<file path="src/rtl/ws2812_stream_sender_if.sv">
// Pixel stream handshake for ws2812_stream_sender: colour word plus valid/ready.
interface ws2812_stream_sender_if #(
  parameter int BITS_PER_LED = 24
) ();
  logic [BITS_PER_LED-1:0] pix_data;
  logic                    pix_valid;
  logic                    pix_ready;

  modport master (output pix_data, output pix_valid, input pix_ready);
  modport slave  (input pix_data, input pix_valid, output pix_ready);
endinterface

</file>
<file path="src/rtl/ws2812_stream_sender.sv">
// WS2812B/SK6812 frame sender: streams NUM_LEDS colour words MSB-first as NZR bits, then latch low time.
// Optional per-byte brightness scaling on pixel load when WS2812_BRIGHTNESS_EN is defined.
//
// state | meaning
// IDLE  | line low, Ready2Go high, waiting for Go
// FETCH | pix_ready high, waiting for next colour word (stall timeout after the first LED)
// BIT   | shifting one bit period out on dataOut
// LATCH | line low for RESET_CYC cycles, then done pulse
module ws2812_stream_sender #(
  parameter int NUM_LEDS     = 5,
  parameter int BITS_PER_LED = 24,
  parameter int T0H_CYC      = 20,
  parameter int T1H_CYC      = 40,
  parameter int BIT_CYC      = 62,
  parameter int RESET_CYC    = 15000,
  parameter int STALL_CYC    = 1000
) (
  input  logic clk,
  input  logic reset,
  input  logic Go,
`ifdef WS2812_BRIGHTNESS_EN
  input  logic [7:0] brightness,
`endif
  ws2812_stream_sender_if.slave pix,
  output logic dataOut,
  output logic Ready2Go,
  output logic done,
  output logic underrun
);

  localparam int CW = $clog2(BIT_CYC + 1);
  localparam int BW = $clog2(BITS_PER_LED);
  localparam int LW = $clog2(NUM_LEDS + 1);
  localparam int SW = $clog2(STALL_CYC + 1);
  localparam int RW = $clog2(RESET_CYC + 1);

  localparam logic [CW-1:0] CYC_LAST   = CW'(BIT_CYC - 1);
  localparam logic [CW-1:0] T0H_V      = CW'(T0H_CYC);
  localparam logic [CW-1:0] T1H_V      = CW'(T1H_CYC);
  localparam logic [BW-1:0] BIT_TOP    = BW'(BITS_PER_LED - 1);
  localparam logic [LW-1:0] LED_LAST   = LW'(NUM_LEDS - 1);
  localparam logic [SW-1:0] STALL_LAST = SW'(STALL_CYC - 1);
  localparam logic [RW-1:0] RST_LAST   = RW'(RESET_CYC - 1);

  typedef enum logic [1:0] {IDLE, FETCH, BIT, LATCH} state_t;

  state_t                  state;
  logic [BITS_PER_LED-1:0] shreg;
  logic [BITS_PER_LED-1:0] load_word;
  logic [BW-1:0]           bit_cnt;
  logic [CW-1:0]           cyc_cnt;
  logic [CW-1:0]           cyc_nxt;
  logic [CW-1:0]           thr;
  logic [LW-1:0]           led_cnt;
  logic [SW-1:0]           stall_cnt;
  logic [RW-1:0]           lat_cnt;

  assign pix.pix_ready = (state == FETCH);
  assign cyc_nxt       = cyc_cnt + CW'(1);
  assign thr           = shreg[BITS_PER_LED-1] ? T1H_V : T0H_V;

`ifdef WS2812_BRIGHTNESS_EN
  always_comb begin
    load_word = pix.pix_data;
    for (int i = 0; i < BITS_PER_LED / 8; i++) begin
      load_word[i*8 +: 8] = 8'(({8'd0, pix.pix_data[i*8 +: 8]} * ({8'd0, brightness} + 16'd1)) >> 8);
    end
  end
`else
  assign load_word = pix.pix_data;
`endif

  always_ff @(posedge clk or negedge reset) begin
    if (!reset) begin
      state     <= IDLE;
      shreg     <= '0;
      bit_cnt   <= '0;
      cyc_cnt   <= '0;
      led_cnt   <= '0;
      stall_cnt <= '0;
      lat_cnt   <= '0;
      dataOut   <= 1'b0;
      Ready2Go  <= 1'b0;
      done      <= 1'b0;
      underrun  <= 1'b0;
    end else begin
      done <= 1'b0;
      case (state)
        IDLE: begin
          dataOut  <= 1'b0;
          Ready2Go <= 1'b1;
          if (Go) begin
            state     <= FETCH;
            underrun  <= 1'b0;
            led_cnt   <= '0;
            stall_cnt <= '0;
            Ready2Go  <= 1'b0;
          end
        end
        FETCH: begin
          if (pix.pix_valid) begin
            shreg   <= load_word;
            bit_cnt <= BIT_TOP;
            cyc_cnt <= '0;
            dataOut <= 1'b1;  // every bit starts high since T0H_CYC > 0
            state   <= BIT;
          end else if (led_cnt != '0) begin
            if (stall_cnt == STALL_LAST) begin
              underrun <= 1'b1;
              lat_cnt  <= RST_LAST;
              state    <= LATCH;
            end else begin
              stall_cnt <= stall_cnt + SW'(1);
            end
          end
        end
        BIT: begin
          if (cyc_cnt == CYC_LAST) begin
            cyc_cnt <= '0;
            if (bit_cnt != '0) begin
              shreg   <= {shreg[BITS_PER_LED-2:0], 1'b0};
              bit_cnt <= bit_cnt - BW'(1);
              dataOut <= 1'b1;
            end else begin
              dataOut <= 1'b0;
              led_cnt <= led_cnt + LW'(1);
              if (led_cnt == LED_LAST) begin
                lat_cnt <= RST_LAST;
                state   <= LATCH;
              end else begin
                stall_cnt <= '0;
                state     <= FETCH;
              end
            end
          end else begin
            cyc_cnt <= cyc_nxt;
            dataOut <= (cyc_nxt < thr);
          end
        end
        LATCH: begin
          dataOut <= 1'b0;
          if (lat_cnt == '0) begin
            done     <= 1'b1;
            Ready2Go <= 1'b1;
            state    <= IDLE;
          end else begin
            lat_cnt <= lat_cnt - RW'(1);
          end
        end
        default: state <= IDLE;
      endcase
    end
  end

endmodule

</file>
<file path="src/flat_wrapper.sv">
// flat-port wrapper written by rule: the top's interface ports become plain ports
module ws2812_stream_sender_flat 
#(
  parameter int NUM_LEDS     = 5,
  parameter int BITS_PER_LED = 24,
  parameter int T0H_CYC      = 20,
  parameter int T1H_CYC      = 40,
  parameter int BIT_CYC      = 62,
  parameter int RESET_CYC    = 15000,
  parameter int STALL_CYC    = 1000
)
  (clk, reset, Go, dataOut, Ready2Go, done, underrun, pix_pix_data, pix_pix_valid, pix_pix_ready);
  ws2812_stream_sender_if #(.BITS_PER_LED(BITS_PER_LED)) pix_i ();
  input  logic clk;
  input  logic reset;
  input  logic Go;
  output logic dataOut;
  output logic Ready2Go;
  output logic done;
  output logic underrun;
  input wire logic [$bits(pix_i.pix_data)-1:0] pix_pix_data;
  input wire logic [$bits(pix_i.pix_valid)-1:0] pix_pix_valid;
  output wire logic [$bits(pix_i.pix_ready)-1:0] pix_pix_ready;
  assign pix_i.pix_data = pix_pix_data;
  assign pix_i.pix_valid = pix_pix_valid;
  assign pix_pix_ready = pix_i.pix_ready;
  ws2812_stream_sender #(.NUM_LEDS(NUM_LEDS), .BITS_PER_LED(BITS_PER_LED), .T0H_CYC(T0H_CYC), .T1H_CYC(T1H_CYC), .BIT_CYC(BIT_CYC), .RESET_CYC(RESET_CYC), .STALL_CYC(STALL_CYC)) u_core (.clk(clk), .reset(reset), .Go(Go), .pix(pix_i), .dataOut(dataOut), .Ready2Go(Ready2Go), .done(done), .underrun(underrun));
endmodule
</file>
<file path="config.mk">
export PLATFORM = sky130hd
export DESIGN_NAME = ws2812_stream_sender_flat
export DESIGN_NICKNAME = d
export VERILOG_FILES = /design/src/rtl/ws2812_stream_sender_if.sv /design/src/rtl/ws2812_stream_sender.sv /design/src/flat_wrapper.sv
export SDC_FILE = /design/constraint.sdc
export NUM_CORES = 1
export LEC_CHECK = 0
export CORE_ASPECT_RATIO = 0.75
export CORE_UTILIZATION = 44
export CTS_BUF_LIST = sky130_fd_sc_hd__clkbuf_2
export DETAILED_ROUTE_END_ITERATION = 10
export GPL_TIMING_DRIVEN = 1
export HOLD_SLACK_MARGIN = 0.15
export PLACE_DENSITY = 0.71
export SETUP_SLACK_MARGIN = 0.1
export SLEW_MARGIN = 40
export SYNTH_ARGS = -nofsm -noshare
export SYNTH_HDL_FRONTEND = slang
export SYNTH_SLANG_ARGS = --single-unit
</file>
<file path="constraint.sdc">
create_clock -name clk -period 5.2 [get_ports clk]
set_input_delay 0.78 -clock clk [delete_from_list [all_inputs] [get_ports clk]]
set_output_delay 0.78 -clock clk [all_outputs]
set_load 0.02 [all_outputs]
</file>
# Word-level counts from Yosys, hierarchy flattened
# Index checks and enable logic that the tools add are counted.
# word_totals
ff_bits	68
wordCells	112
# classes
addsub	5
n_lt_le_gt_ge	1
eq_ne	21
n_mux	55
reduce_logical	19
# ops
operator	n
$mux W14	7
$mux W24	3
$mux W10	7
$pmux W24 S2	1
$pmux W14 S3	1
$pmux W10 S3	1
$mux W6	3
$mux W2	8
$reduce_and A8 Y1	2
$mux W5	3
$logic_not A14 Y1	1
$ne A2 B2 Y1 const B	7
$sub A14 B1 Y14 const B	1
$ne A2 B1 Y1 const B	6
$pmux W6 S2	1
$mux W1	11
$add A10 B1 Y10 const B	1
$eq A10 B10 Y1 const B	1
$pmux W5 S2	1
$mux W3	3
$reduce_bool A3 Y1	3
$pmux W2 S4	1
$reduce_and A4 Y1	2
$reduce_bool A2 Y1	4
18 further kinds	22

# Longest topological paths before layout
# Gate-level depths: netlist of the first run.
# logic_depth
depth_word	5
mapped_depth	10

# Worst setup path after synthesis of the first run
# No wires, ideal clock.
# synth_timing
path_type	reg-to-reg
from	register u_core.state[0]
to	register u_core.shreg[10]
t_arrival_ns	2.085
required_time_ns	5.063
path_slack_ns	2.978
path_stages_with_launch	10
synth_period_minus_slack_ns	2.222
path_cell_list	dfrtp_1 inv_1 ha_1 buf_2 inv_1 o41ai_1 and2_1 clkbuf_1 clkbuf_1 a21oi_1
# synth_between
elab_chain_cells	3
word_cells_on_any_way	8
cone_classes	5 x eq/ne; 1 x mux; 2 x reduce/logical
# synth_rtl
item	line	source
start, declared	ws2812_stream_sender.sv:47	state_t state;
start signal, assigned	ws2812_stream_sender.sv:75	state <= IDLE;
start signal, assigned	ws2812_stream_sender.sv:93	state <= FETCH;
start signal, assigned	ws2812_stream_sender.sv:106	state <= BIT;
$eq A2 B2 Y1 / $eq A2 B1 Y1 (equally long branches)	ws2812_stream_sender.sv:88	case (state)
$ne A2 B1 Y1 (no line), or another cell as far along	n/a	
$reduce_and A4 Y1 (no line)	n/a	
end signal, assigned	ws2812_stream_sender.sv:102	shreg <= load_word;
end signal, assigned	ws2812_stream_sender.sv:121	shreg <= {shreg[BITS_PER_LED-2:0], 1'b0};
end, declared	ws2812_stream_sender.sv:48	logic [BITS_PER_LED-1:0] shreg;
# Parallel ways exist; a longest one is shown, timed or not.
# A chain may end at the register's enable or synchronous reset.

# Final worst setup path of the first run
# layout_timing
from	register u_core.state[1]
to	output port pix_pix_ready
# layout_between
elab_chain_cells	1
# layout_rtl
item	line	source
$eq A2 B1 Y1	ws2812_stream_sender.sv:58	assign pix.pix_ready = (state == FETCH);
end, declared	flat_wrapper.sv:23	output wire logic [$bits(pix_i.pix_ready)-1:0] pix_pix_ready;
# Every way passes these cells.

==> run_results.csv, run 1 <==
group,metric,value,unit
outcome,status,"finished, violations left",
outcome,violations,"design-rule violations",
worst_setup_path,startpoint_type,"register",
sta,rsz0062_at_grt,"no",
sta,finClkSkew,24.9,ps
final_layout,drive_above_1_share,6.13,%
cts,cts.sinks,68,
worst_setup_path,crit_end,"pix_pix_ready",
logic_synthesis,yosysWarnings,0,
logic_synthesis,syn_inst,428,
final_layout,area_growth,12.3,%
place,port_buffers,32,
sta,hold_violations,0,
cts,root_buffer,"clkbuf_2",
final_layout,fin_area,0.00441,mm²
place,postPlaceCellArea,0.00431,mm²
sta,max_slew.worst_pin.slew,818,ps
grt,grt_pass1_wl,14300,µm
sta,fin_tns_setup,0,ps
worst_setup_path,crit_path_cell_trace,"inv_1 > ha_2 > clkdlybuf4s50_1",
pwr,ir_drop,0.102,mV
pwr,finalPower,825,µW
logic_synthesis,syn_area_per_cell,9.18,µm²
route,routed_wirelength,8360,µm
sta,period_share,59.5,%
route,drc,2,
final_layout,layout.nets,496,
logic_synthesis,ys_top_cells_by_area,"dfrtp_1 (43%), mux2i_1 (6.1%), ha_1 (5.1%), nand2_1 (4.1%), a21oi_1 (4.1%)",
worst_setup_path,critPathBufInv,2,
pwr,leakagePower,0.00196,µW
die,die_area,0.00932,mm²
pwr,seq_power_share,64.5,%
logic_synthesis,yosysSeqAreaShare,43.3,%
route,vias_per_cell,5.68,
cts,htreeDepth,3,
worst_setup_path,path_class,"reg2out",
logic_synthesis,yosysUniqueCellTypes,58,
sta,fin_crit,3100,ps
logic_synthesis,syn_area,0.00393,mm²
worst_setup_path,cp_max_fo,21,
logic_synthesis,synth_edf_count,0,
worst_setup_path,slowest_delay,690,ps
pwr,internal_power,615,µW
worst_setup_path,critical_path_required,4420,ps
final_layout,diodes,0,
cts,cts_buffers,9,
grt,grt_start_max_net_pins,64,
grt,grt.total_usage,19.3,%
sta,clock.fmax,323,MHz
worst_setup_path,r2r-end,"u_core.bit_cnt[0]",
pwr,switching_share,25.5,%
die,die_y,83.8,µm
grt,grt_pass1_vias,3029,
route,final_antenna_net_count,0,
worst_setup_path,end_kind,"output pin",
die,ios,33,
final_layout,area.sequential,0.00170,mm²
route,post_drt_wl_per_cell,14.8,µm
pwr,p_sw,210,µW
cts,clk_latency,530,ps
place,gp_congestion,0.752,
worst_setup_path,crit_slowest_cell,"clkdlybuf4s50_1",
logic_synthesis,synth_top_cell_area_share,43.3,%
sta,slew_violations,0,
final_layout,utilization,51.5,%
sta,setup_viol,0,
route,drt_iter0_markers,205,
sta,relSlewSlack,45.5,%
logic_synthesis,ys_async_sr_fraction,100,%
pwr,powerDensity,187,mW/mm²
logic_synthesis,syn-num-nets,472,
die,coreArea,0.00856,mm²
cts,clkTransAtPathRegs,190,ps
pwr,comb_power_share,4.4,%
final_layout,fill_cells,818,
cts,cts_buffer_depth,2,
die,start_util,45.9,%
route,drtPass1Iterations,8,
place,dp.final_hpwl,5650,µm
logic_synthesis,synth_top_area_cell,"dfrtp_1",
worst_setup_path,startpoint,"u_core.state[1]",
cts,cts_tree,"done",
run,drv_cap,0,
pwr,clkPwrFrac,31.1,%
min_path,hold_path_class,"reg2reg",
worst_setup_path,crit_cells,3,
die,die_w,111,µm
worst_setup_path,r2r_cells,8,
sta,timing.hold.ws,541,ps
worst_setup_path,path_delay_family,"buffers and inverters",
grt,grt-ovfl-total,0,
cts,ctsResizeCount,0,
die,row_count,29,
worst_setup_path,timing.rr.start,"u_core.state[0]",
logic_synthesis,synthFlopType,"dfrtp_1",
route,vias,3209,
final_layout,multi_input_area,0.00207,mm²
worst_setup_path,reg2reg_slack,2290,ps
worst_setup_path,crit_arrival,2320,ps
grt,antenna_found_initial,0,
logic_synthesis,synth_seq_cells,68,
[power by group through the flow]
stage | registers, µW | clock network [µW] | logic (µW)
after floorplan | 541 | 0 | 2.65
after global placement | 541 | 0 | 36.1
after detailed placement | 541 | 0 | 36.2
after CTS | 532 | 269 | 36.8
after global routing | 533 | 293 | 40.0
final | 532 | 256 | 36.1
[worst min-delay path by stage]
stage | from | cells after the start | slack (ps) | endpoint
CTS | u_core.led_cnt[0] | 1 | 550 | u_core.led_cnt[0]
finish | u_core.led_cnt[0] | 1 | 540 | u_core.led_cnt[0]
global placement | u_core.lat_cnt[6] | 2 | 490 | u_core.lat_cnt[6]
global route | reset | 2 | 540 | u_core.stall_cnt[6]
detailed placement | u_core.lat_cnt[6] | 2 | 510 | u_core.lat_cnt[6]
floorplan | u_core.lat_cnt[6] | 2 | 470 | u_core.lat_cnt[6]
[cell families after synthesis]
kind of cell	share of synthesized area (%)
fa+ha+maj	5.09
flops	43.3
compound gates	16.5
buf+inv	4.46
mux	6.11
simple gates	23.0
xor+xnor	1.56
[sequential cells by signal, indices dropped and copies added, names as in the netlist]
name and count:
u_core.Ready2Go 1, u_core.bit_cnt 5, u_core.cyc_cnt 6, u_core.dataOut 1, u_core.done 1, u_core.lat_cnt 14, u_core.led_cnt 3, u_core.shreg 24
u_core.stall_cnt 10, u_core.state 2, u_core.underrun 1
[final cells by class]
type,count,share of cell area [%]
Sequential cell,68,38.6
Multi-Input combinational cell,317,46.9
Tap cell,108,3.06
Inverter,21,1.79
Clock inverter,5,0.652
Clock buffer,11,1.25
Timing Repair Buffer,35,7.80
[cells in the final DEF (no fill, tap or decap), drive strengths merged, types with 2 or more instances in the layout]
master	netlist	routed
and3	3	3
o211ai	3	3
nand4b	3	3
a21o	2	2
clkdlybuf4s50	0	31
a221oi	3	3
ha	16	16
nand3b	8	8
or4b	2	2
nor3	10	10
a21oi	32	32
a41oi	2	2
dfrtp	68	68
a2bb2oi	2	2
nand2b	11	11
xnor2	3	3
o41ai	2	2
buf	6	3
mux2i	24	24
xor2	4	4
o21bai	3	3
and2	5	5
nor4	8	8
nor2b	6	6
nand4	4	4
o221ai	4	4
inv	21	21
or2	5	5
or4	5	5
clkbuf	16	11
o21ai	15	15
nor4b	2	2
nand3	21	21
clkinv	0	4
nor2	35	35
a31oi	5	5
o21a	4	4
o31ai	7	7
nand2	43	43
[cell usage after synthesis, types with 4 or more instances]
| master | number |
|---|---|
| dfrtp_1 | 68 |
| nand2_1 | 43 |
| nor2_1 | 35 |
| a21oi_1 | 32 |
| mux2i_1 | 24 |
| inv_1 | 21 |
| nand3_1 | 21 |
| clkbuf_1 | 16 |
| ha_1 | 16 |
| o21ai_0 | 14 |
| nand2b_1 | 11 |
| nor3_1 | 10 |
| nand3b_1 | 8 |
| nor4_1 | 8 |
| o31ai_1 | 7 |
| nor2b_1 | 6 |
| a31oi_1 | 5 |
| and2_1 | 5 |
| buf_2 | 5 |
| or4_1 | 5 |
| nand4_1 | 4 |
| o221ai_1 | 4 |
| xor2_1 | 4 |
[repair_timing]
item / 4_1_cts / 5_1_grt
endpoints found under the hold margin: 5 / 0
buffers inserted: 0 / 0
hold buffers: 1 / 0
[metal layers]
metal	track usage [%]	wire, µm	up-vias
met3	6.03	428	4
met1	26.8	4220	1534
met2	29.9	3680	84
li1	-	-	1587
met5	0	0	-
met4	3.81	31	0
[through the flow]
stage,instances,worst slack [ps]
6_report,565,2100
3_3_place_gp,548,2130
3_5_place_dp,548,2160
5_1_grt,565,1920
2_1_floorplan,428,2980
4_1_cts,565,1760
Power figures use the tool's default switching activity.
==> run 2: changes to the inputs <==
- clock period: 5.2 -> 3.2 ns (I/O delays scaled with it)
==> run_results.csv, run 2 (synthesis results as in run 1) <==
group,metric,value,unit
route,routed_wirelength,8490,µm
final_layout,diodes,0,
grt,grt_pass1_vias,3107,
sta,timing.hold.ws,319,ps
final_layout,multi_input_area,0.00206,mm²
route,post_drt_wl_per_cell,14.9,µm
sta,setup_viol,0,
pwr,leakagePower,0.00200,µW
route,wl_met3,446,µm
worst_setup_path,crit_arrival,2200,ps
die,start_util,45.9,%
place,postPlaceCellArea,0.00435,mm²
pwr,comb_power_share,4.2,%
place,port_buffers,32,
final_layout,fill_cells,789,
min_path,hold_path_class,"in2async",
pwr,seq_power_share,61.1,%
die,coreArea,0.00856,mm²
cts,cts_buffers,9,
die,ios,33,
final_layout,final_cell_mix,"dfrtp_1 (68), nand2_1 (43), nor2_1 (35)",
die,die_area,0.00932,mm²
pwr,powerDensity,317,mW/mm²
final_layout,layout.nets,501,
route,top_layer_used,"met4",
final_layout,area.sequential,0.00170,mm²
place,dp.final_hpwl,5810,µm
pwr,clkPwrFrac,34.7,%
route,drt_iter0_markers,289,
cts,root_buffer,"clkbuf_2",
final_layout,final_common_cell,"dfrtp_1",
cts,clkTransAtPathRegs,200,ps
worst_setup_path,reg2reg_slack,660,ps
pwr,p_sw,342,µW
grt,grt_start_max_net_pins,62,
final_layout,largest_register_ffs,24,
die,row_count,29,
cts,cts_tree,"done",
sta,relSlewSlack,55.6,%
pwr,switching_share,24.2,%
sta,finClkSkew,33.7,ps
route,final_antenna_net_count,0,
die,die_w,111,µm
die,die_y,83.8,µm
route,vias_per_cell,5.73,
sta,hold_violations,0,
route,vias,3260,
grt,grt.total_usage,19.9,%
sta,period_share,83.9,%
pwr,ir_drop,0.195,mV
final_layout,drive_above_1_share,7.38,%
worst_setup_path,end_kind,"output pin",
route,drtPass1Iterations,8,
pwr,internal_power,1070,µW
worst_setup_path,critical_path_required,2720,ps
final_layout,fin_area,0.00447,mm²
place,gp_congestion,0.842,
outcome,violations,"design-rule violations",
worst_setup_path,path_class,"reg2out",
run,drv_cap,0,
grt,antenna_found_initial,0,
sta,slew_violations,0,
cts,clk_latency,530,ps
sta,max_slew.worst_pin.slew,647,ps
worst_setup_path,startpoint_type,"register",
route,drc,2,
grt,grt-ovfl-total,0,
cts,cts_buffer_depth,2,
grt,grt_pass1_wl,14700,µm
route,drt-met1-wl,4270,µm
final_layout,area_growth,13.7,%
route,dr_wl_met2,3720,µm
worst_setup_path,r2r_cells,7,
sta,fin_crit,2680,ps
worst_setup_path,cp_max_fo,15,
sta,rsz0062_at_grt,"no",
outcome,status,"finished, violations left",
cts,htreeDepth,3,
final_layout,utilization,52.2,%
sta,fin_tns_setup,0,ps
final_layout,top_regs,"u_core.shreg: 24 flops, u_core.lat_cnt: 14 flops, u_core.stall_cnt: 10 flops",
final_layout,regMostFlops,"u_core.shreg",
cts,cts.sinks,68,
sta,clock.fmax,373,MHz
[run 2: power by group through the flow]
stage	combinational, µW	sequential (µW)	clock [µW]
final	59.3	865	492
after global routing	65.5	866	557
after CTS	61.3	865	515
after detailed placement	60.1	880	0
after global placement	60.1	880	0
after floorplan	4.30	879	0
[run 2: timing repair]
item / in CTS / in global routing
hold buffers: 1 / 0
gates resized for setup: 0 / 1
hold endpoints to repair: 68 / 0
buffers inserted: 0 / 0
setup endpoints to repair: 0 / 1
[run 2: area by class of cell]
class / count / share of cell area [%]
repair buffers: 40 / 8.74
well taps: 108 / 3.02
multi-input cells: 317 / 46.1
clock inverters: 5 / 1.20
flip-flops and latches: 68 / 38.1
clock buffers: 10 / 1.12
inverters: 21 / 1.76
[run 2: final timing paths]
check                                        from             endpoint
worst max-delay path              u_core.state[1]        pix_pix_ready
worst min-delay path                        reset  u_core.stall_cnt[7]
worst max register to register  u_core.cyc_cnt[0]  u_core.stall_cnt[4]
worst min register to register    u_core.shreg[0]      u_core.shreg[0]
max in group asynchronous                   reset  u_core.stall_cnt[0]
min in group clk                  pix_pix_data[0]      u_core.shreg[0]
[run 2: metal layers]
| metal | up-vias | track usage, % |
|---|---|---|
| met5 | - | 0 |
| met2 | 69 | 30.1 |
| met3 | 6 | 6.83 |
| li1 | 1598 | - |
| met4 | 0 | 4.91 |
| met1 | 1587 | 27.3 |
[run 2: stage by stage]
| step | total power (µW) | cells | worst slack, ps |
|---|---|---|---|
| final | 1420 | 569 | 516 |
| after global routing | 1490 | 569 | 338 |
| after CTS | 1440 | 569 | 227 |
| after detailed placement | 940 | 553 | 663 |
| after global placement | 940 | 553 | 706 |
| after floorplan | 884 | 428 | 978 |
[run 2: worst max-delay path: stages (launching register included)]
cell and delay [ps]:
dfrtp_1 460, inv_1 140, ha_2 410, clkdlybuf4s50_1 670
